<file path="src/rtl/parking_controller.sv">
// parking_controller: entry/exit controller for a car park with CAPACITY bays.
// A rising edge on the entrance sensor starts a password request when the car
// park is not full. A correct key opens the gate for GATE_CYCLES cycles and
// admits one car. A rising edge on the exit sensor removes one car. The
// occupancy counter saturates at 0 and at CAPACITY.
// Optional feature macro PARKING_LOCKOUT_EN: MAX_TRIES consecutive wrong keys
// start a LOCKOUT_CYCLES lockout that drives alarm. Without the macro, retries
// are unlimited and alarm is tied low.
// Ports:
//   clk             rising-edge clock
//   reset_n         asynchronous active-low reset
//   sensor_entrance level, car waiting at the entrance
//   sensor_exit     level, rising edge = one departure
//   pass_valid      one-cycle strobe qualifying password
//   password        keypad value
//   GREEN_LED       entry granted (registered)
//   RED_LED         wrong key, lockout or refused because full (registered)
//   gate_open       gate actuator drive (registered, equal to GREEN_LED)
//   FULL            count == CAPACITY (registered)
//   count           current occupancy (registered)
//   alarm           lockout active (registered; 0 without the macro)
module parking_controller #(
  parameter int unsigned       CAPACITY       = 8,
  parameter int unsigned       PASS_W         = 4,
  parameter logic [PASS_W-1:0] PASS_KEY       = 4'hB,
  parameter int unsigned       MAX_TRIES      = 3,
  parameter int unsigned       GATE_CYCLES    = 16,
  parameter int unsigned       PASS_TIMEOUT   = 64,
  parameter int unsigned       LOCKOUT_CYCLES = 128
) (
  input  logic                               clk,
  input  logic                               reset_n,
  input  logic                               sensor_entrance,
  input  logic                               sensor_exit,
  input  logic                               pass_valid,
  input  logic [PASS_W-1:0]                  password,
  output logic                               GREEN_LED,
  output logic                               RED_LED,
  output logic                               gate_open,
  output logic                               FULL,
  output logic [$clog2(CAPACITY+1)-1:0]      count,
  output logic                               alarm
);

  localparam int unsigned CW   = $clog2(CAPACITY + 1);
  localparam int unsigned T1   = (GATE_CYCLES > PASS_TIMEOUT) ? GATE_CYCLES : PASS_TIMEOUT;
  localparam int unsigned TMAX = (T1 > LOCKOUT_CYCLES) ? T1 : LOCKOUT_CYCLES;
  localparam int unsigned TW   = $clog2(TMAX + 1);

  if (CAPACITY == 0 || MAX_TRIES == 0) begin : g_param_check
    $error("parking_controller: CAPACITY and MAX_TRIES must be at least 1");
  end

  typedef enum logic [2:0] {IDLE, WAIT_PASS, WRONG_PASS, GATE, LOCKOUT} state_e;

  state_e          state_q, state_d;
  logic [TW-1:0]   tmr_q, tmr_d;
  logic [CW-1:0]   count_q, count_d;
  logic            full_q, full_d;
  logic            green_q, green_d;
  logic            red_q, red_d;
  logic            ent_q, ex_q, armed_q;
  logic            ent_rise, ex_rise, inc, inc_ok, dec_ok;

`ifdef PARKING_LOCKOUT_EN
  localparam int unsigned TRW = $clog2(MAX_TRIES + 1);
  logic [TRW-1:0]  tries_q, tries_d;
  logic            alarm_q, alarm_d;
`endif

  // History flops reset to 0, so armed_q blanks the first sampled cycle after
  // reset: a sensor already high at release must not look like an arrival.
  assign ent_rise = armed_q & sensor_entrance & ~ent_q;
  assign ex_rise  = armed_q & sensor_exit & ~ex_q;

  // State and registered outputs
  always_ff @(posedge clk or negedge reset_n) begin
    if (!reset_n) begin
      state_q <= IDLE;
      tmr_q   <= '0;
      count_q <= '0;
      full_q  <= 1'b0;
      green_q <= 1'b0;
      red_q   <= 1'b0;
      ent_q   <= 1'b0;
      ex_q    <= 1'b0;
      armed_q <= 1'b0;
`ifdef PARKING_LOCKOUT_EN
      tries_q <= '0;
      alarm_q <= 1'b0;
`endif
    end else begin
      state_q <= state_d;
      tmr_q   <= tmr_d;
      count_q <= count_d;
      full_q  <= full_d;
      green_q <= green_d;
      red_q   <= red_d;
      ent_q   <= sensor_entrance;
      ex_q    <= sensor_exit;
      armed_q <= 1'b1;
`ifdef PARKING_LOCKOUT_EN
      tries_q <= tries_d;
      alarm_q <= alarm_d;
`endif
    end
  end

  // Next state. The shared timer is loaded with N-1 so that a state lasts
  // exactly N cycles, leaving on the cycle the timer reads 0.
  always_comb begin
    state_d = state_q;
    tmr_d   = tmr_q;
    inc     = 1'b0;
`ifdef PARKING_LOCKOUT_EN
    tries_d = tries_q;
`endif
    unique case (state_q)
      IDLE: begin
        if (ent_rise && !full_q) begin
          state_d = WAIT_PASS;
          tmr_d   = TW'(PASS_TIMEOUT - 1);
        end
      end
      WAIT_PASS, WRONG_PASS: begin
        if (pass_valid) begin
          if (password == PASS_KEY) begin
            state_d = GATE;
            tmr_d   = TW'(GATE_CYCLES - 1);
            inc     = 1'b1;
`ifdef PARKING_LOCKOUT_EN
            tries_d = '0;
`endif
          end else begin
            state_d = WRONG_PASS;
            tmr_d   = TW'(PASS_TIMEOUT - 1);
`ifdef PARKING_LOCKOUT_EN
            tries_d = tries_q + 1'b1;
            if (tries_q == TRW'(MAX_TRIES - 1)) begin
              state_d = LOCKOUT;
              tmr_d   = TW'(LOCKOUT_CYCLES - 1);
            end
`endif
          end
        end else if (tmr_q == '0) begin
          state_d = IDLE;
`ifdef PARKING_LOCKOUT_EN
          tries_d = '0;
`endif
        end else begin
          tmr_d = tmr_q - 1'b1;
        end
      end
      GATE: begin
        if (tmr_q == '0) state_d = IDLE;
        else             tmr_d   = tmr_q - 1'b1;
      end
`ifdef PARKING_LOCKOUT_EN
      LOCKOUT: begin
        if (tmr_q == '0) begin
          state_d = IDLE;
          tries_d = '0;
        end else begin
          tmr_d = tmr_q - 1'b1;
        end
      end
`endif
      default: state_d = IDLE;
    endcase
  end

  // Occupancy and output next values
  always_comb begin
    dec_ok  = ex_rise && (count_q != '0);
    inc_ok  = inc && (count_q != CW'(CAPACITY));
    count_d = count_q;
    if (inc_ok && !dec_ok)      count_d = count_q + 1'b1;
    else if (dec_ok && !inc_ok) count_d = count_q - 1'b1;
    full_d  = (count_d == CW'(CAPACITY));
    green_d = (state_d == GATE);
    // Refusal indication tracks the sensor level while full and idle.
    red_d   = (state_d == WRONG_PASS) || (state_d == LOCKOUT) ||
              ((state_q == IDLE) && full_q && sensor_entrance);
`ifdef PARKING_LOCKOUT_EN
    alarm_d = (state_d == LOCKOUT);
`endif
  end

  assign GREEN_LED = green_q;
  assign gate_open = green_q;
  assign RED_LED   = red_q;
  assign FULL      = full_q;
  assign count     = count_q;
`ifdef PARKING_LOCKOUT_EN
  assign alarm     = alarm_q;
`else
  assign alarm     = 1'b0;
`endif

endmodule

</file>
<file path="config.mk">
export PLATFORM = sky130hd
export DESIGN_NAME = parking_controller
export DESIGN_NICKNAME = d
export VERILOG_FILES = /design/src/rtl/parking_controller.sv
export SDC_FILE = /design/constraint.sdc
export NUM_CORES = 1
export LEC_CHECK = 0
export ABC_CLOCK_PERIOD_IN_PS = 4700
export BUFFER_PORTS_ARGS = -buffer_cell sky130_fd_sc_hd__buf_4
export CAP_MARGIN = 15
export CORE_ASPECT_RATIO = 0.75
export CORE_MARGIN = 2
export CORE_UTILIZATION = 63
export CTS_BUF_LIST = sky130_fd_sc_hd__clkbuf_4 sky130_fd_sc_hd__clkbuf_8
export DETAILED_ROUTE_END_ITERATION = 6
export PLACE_DENSITY = 0.94
export SYNTH_ARGS = -nofsm -noshare
export SYNTH_HDL_FRONTEND = slang
export SYNTH_SLANG_ARGS = --single-unit
</file>
<file path="constraint.sdc">
create_clock -name clk -period 4.7 [get_ports clk]
set_clock_uncertainty 0.1 [all_clocks]
set_input_delay 0.235 -clock clk [delete_from_list [all_inputs] [get_ports clk]]
set_output_delay 0.235 -clock clk [all_outputs]
set_load 0.02 [all_outputs]
</file>
### Word-level counts from Yosys, hierarchy flattened

Cells that the tools add are included.

* register bits: 21
* output and inout port bits: 9
* word-level logic and storage cells: 61

* add/sub/neg operators: 3
* equal/unequal tests: 10
* multiplexer cells: 15
* bitwise operators: 6
* reductions and logical operators: 18

Operators with widths (number)
* 8-bit two-way mux: 3
* 8-bit one-hot mux with 3 select lines: 1
* 3-bit by 2-bit equality test with 1-bit output (second input constant): 4
* 3-bit two-way mux: 3
* 3-bit one-hot mux with 3 select lines: 1
* 4-bit equality test (second input constant): 2
* 8-bit zero test: 1
* 4-bit two-way mux: 2
* 8-bit by 1-bit subtractor with 8-bit output (second input constant): 1
* 1-bit logical AND: 7
* 6-bit two-way mux: 1
* 4-bit by 1-bit adder with 4-bit output (second input constant): 1
* 1-bit AND: 4
* 1-bit two-way mux: 4
* 4-bit != test (second input constant): 1
* 4-bit nonzero test: 1
* 4-bit by 1-bit subtractor with 4-bit output (second input constant): 1
* 3-bit by 1-bit equality test with 1-bit output (second input constant): 1
* 3-bit equality test (second input constant): 1
* 1-bit zero test: 3
* 3-bit zero test: 1
* 3-bit nonzero test: 1
* 1-bit logical OR: 2
* 2-bit != test (second input constant): 1
* 3 further kinds: 4

### Longest topological paths before layout

* word-level depth: 10
* depth in mapped cells: 8
* gate-level depth less buffers: 7

### Worst setup path after synthesis

Ideal clock, no wire load.

* path kind: register -> register
* start: register count_q[0], in the netlist count[0]
* end: register full_q, in the netlist FULL
* library setup time: 0.095 ns
* arrival: 1.992 ns
* slack: 2.513 ns
* cell stages (with the launch flop): 8
* path through: dfrtp_1 > inv_1 > ha_1 > and3b_1 > nor4_4 > mux2i_1 > xor2_1 > nor4b_2

* cells in the longest elaborated chain, start to end: 7
* elaborated cells between the ends (all ways): 13
* classes of those cells: add/sub: 2; eq/ne: 2; mux: 2; reduce/logical: 7

Ends and longest elaborated chain
* start, declared: RTL line 58 `logic [CW-1:0] count_q, count_d;`
* start signal, assigned: RTL line 95 `count_q <= count_d;`
* branches (longest 5 deep; another with 4-bit by 1-bit subtractor with 4-bit output)
* 4-bit two-way mux (*): RTL line 177 `if (inc_ok && !dec_ok) count_d = count_q + 1'b1;`
* net count_d[2]: RTL line 58
* 4-bit equality test (*): RTL line 179 `full_d = (count_d == CW'(CAPACITY));`
* net full_d: RTL line 59 `logic full_q, full_d;`
* end signal, assigned: RTL line 96 `full_q <= full_d;`
* end, declared: RTL line 59

Mark *: on every way through the listed nets, which the timed path passes.
A chain may end at the register's enable or synchronous reset.

### Final worst setup path

* start: register count_q[1], in the netlist count[1]
* end: register full_q, in the netlist FULL

The elaborated chain is that of the path after synthesis.

==> impl_results.md <==
* First-pass GRT wire length at 4574 um
* Largest net degree at the start of global routing at 22
* Multi-input combinational cell area at 689.4 um^2
* Synth Area in Adders at 4.510%
* IO Pins at 18
* Die height at 42.98 um
* Via/cell ratio at 6.299
* RSZ-0062 raised after global routing: no
* Max clock buf depth at 2
* Final WS setup at 2478 ps
* Simple-gate portion of the synthesized area at 24.80%
* Pre-CTS setup slack at 2473 ps
* Number of max-cap violations at 0
* Per-cell routed wire length at 15.87 um
* Area Overhead vs Synth at 14.12%
* Register bit total from synthesis at 21
* Mapped Area at 1276 um^2
* Total negative slack at 0 ps
* Syn Area/Cell at 9.668 um^2
* Async set-reset flop share out of synthesis at 100.0%
* R2R Path Start: count[1]
* CTS H-tree lvls at 1
* Max-slew violations at 0
* Final hold viol count at 0
* Critical Path AT at 2360 ps
* Ant diodes at 0
* Tmin final at 2222 ps
* Post-CTS Setup Bufs at 0
* Seq/Total Area, Yosys at 41.18%
* Startpoint types: register
* Status: complete, no violations
* Storage cell area at 525.5 um^2
* Share of layout cells above drive strength 1 at 19.33%
* Post-synth EDFFs at 0
* Placer Congestion at 0.9043
* Die X at 55.97 um
* CP max stage cell: nor4_4
* Initial antenna violation count at 0
* Total gr overflow at 0
* Highest Clock Rate at 0.4499 GHz
* CTS tree: done
* CP Class: register to register
* Period utilization at 47.29%
* Setup violations, final at 0
* Critical Path Fanout Max at 7
* CTS Hold Bufs at 3
* Cts repair resizes at 0
* Final Util at 74.23%
* WP data required at 4840 ps
* CTS Buf Count at 3
* Clk slew on worst S/H paths at 140 ps
* Initial Utilization at 65.05%
* Synth Area in Compound Gates at 18.82%
* Total power draw at 558.1 uW
* Hold depth at 3
* Number of port buffers at 16
* Post-Synth XOR/XNOR Area at 3.431%
* Clk root buf: clkbuf_4
* Residual DRC at 0
* Reg2reg setup slack at 2480 ps
* R2r worst-path depth at 7
* Max_slew headroom at 66.83%
* Detailed placement HPWL at 2092 um
* Hold Path Class: input port to register
* Largest family of logic cells by synthesized area: simple AND/OR/NAND/NOR gates
* Num rows at 14
* Max incr delay on CP at 450 ps
* Worst-Skew Late Latency at 320 ps
* Initial detailed-routing violation count at 71
* Vias at 1096
* Cell variety after synth at 46
* Peak supply drop at 0.0002783 V
* Hold endpoint: RED_LED
* Sink Count at 21
* PwrDens at 383.2 nW/um^2
* Slew at the pin closest to its max-slew limit at 494.2 ps
* CP endpoint kind: register
* Leak pwr at 0.5957 nW
* Die area at 2406 um^2
* CP Cell Sequence: inv_1 > ha_1 > and3b_1 > nor4_4 > mux2i_1 > xor2_1 > nor4b_2
* Yosys warning count at 0
* TritonRoute pass-1 iters at 4
* Post-synthesis mux area share at 1.569%
* Antenna-violating nets left at 0
* CORE AREA at 1962 um^2
* Min-delay src: pass_valid
* Hold_ws at 135.2 ps
* Gr usage total at 24.69%
* Final WL at 2761 um
* Final net count at 163
* Synthesized netlist cell count at 132
* Filler cells at 141
* Primary FF master, synth: dfrtp_1
* Vias in the first global route at 1044
* FF-to-FF End: FULL
[flip-flops by register name (all words and copies together), names as in the netlist]
name / flops
count: 4
armed_q: 1
GREEN_LED: 1
ent_q: 1
tmr_q: 8
RED_LED: 1
state_q: 3
ex_q: 1
FULL: 1
[critical path, delay by kind of cell (launching register included)]
| kind | cells | cell delay, ps |
|---|---|---|
| flops | 1 | 440 |
| simple gates | 3 | 920 |
| buf+inv | 1 | 90 |
| xor+xnor | 1 | 120 |
| mux | 1 | 300 |
| fa+ha+maj | 1 | 200 |
[how the worst max path moves through the flow]
stage                     depth (start not counted)   end      from  slack [ps]
after floorplan                                   7  FULL  count[0]        2510
after global placement                            7  FULL  count[1]        2600
after detailed placement                          7  FULL  count[1]        2470
after CTS                                         7  FULL  count[1]        2470
after global routing                              7  FULL  count[1]        2320
final                                             7  FULL  count[1]        2480
[layer usage]
metal  GRT usage, %  wire length, um
met1          32.41             1187
met2          41.41             1334
met3          7.622              222
met4          3.810               17
met5              0                0
[Yosys cell counts, types with 2 or more instances]
cell type,number,area (um^2)
nor2_1,6,22.52
ha_1,3,37.54
buf_4,2,15.01
clkbuf_1,3,11.26
o21ai_0,16,80.08
conb_1,2,7.510
a21oi_1,9,45.04
maj3_1,2,20.02
xnor2_1,4,35.03
nand2b_1,4,25.02
nor4_4,2,42.54
nand2_1,6,22.52
mux2i_1,2,20.02
nand3b_1,2,15.01
inv_1,9,33.78
a211oi_1,3,22.52
or3_1,2,12.51
a21o_1,2,15.01
nor3_1,6,30.03
dfrtp_1,21,525.5
[layout make-up]
cell class	count	area share, %
flip-flops and latches	21	36.08
inverters	9	2.320
clock inverters	1	0.3436
multi-input cells	97	47.34
repair buffers	19	10.31
clock buffers	3	1.546
well taps	24	2.062
[where the power goes]
part / switching, mW / total [mW] / internal, mW
Sequential: 0.0431 / 0.258 / 0.215
Clock: 0.0560 / 0.0878 / 0.0318
Combinational: 0.117 / 0.212 / 0.0956
Total: 0.216 / 0.558 / 0.342
[stage by stage]
step           area (um^2)  std cells
3_5_place_dp          1399        167
3_3_place_gp          1399        167
4_1_cts               1456        174
6_report              1456        174
2_1_floorplan         1280        133
5_1_grt               1456        174
[cells in the final DEF, fill, tap and decap left out, types with 2 or more instances in the layout]
cell and n:
or3_1 2, a21oi_1 9, nor4_4 2, xnor2_1 4, mux2i_1 2, ha_1 3, nor2_1 6, conb_1 3
nand2b_1 4, buf_4 16, inv_1 9, a211oi_1 3, dlygate4sd3_1 3, maj3_1 2, o21ai_0 16, dfrtp_1 21
clkbuf_4 3, nand3b_1 2, a21o_1 2, nand2_1 6, nor3_1 6
[logic make-up after synthesis]
family,after synthesis
other cells,2
simple gates,43
mux,2
xor+xnor,5
flops,21
fa+ha+maj,5
compound gates,39
buf+inv,15
Note: power is estimated with default switching activity, not from simulation.
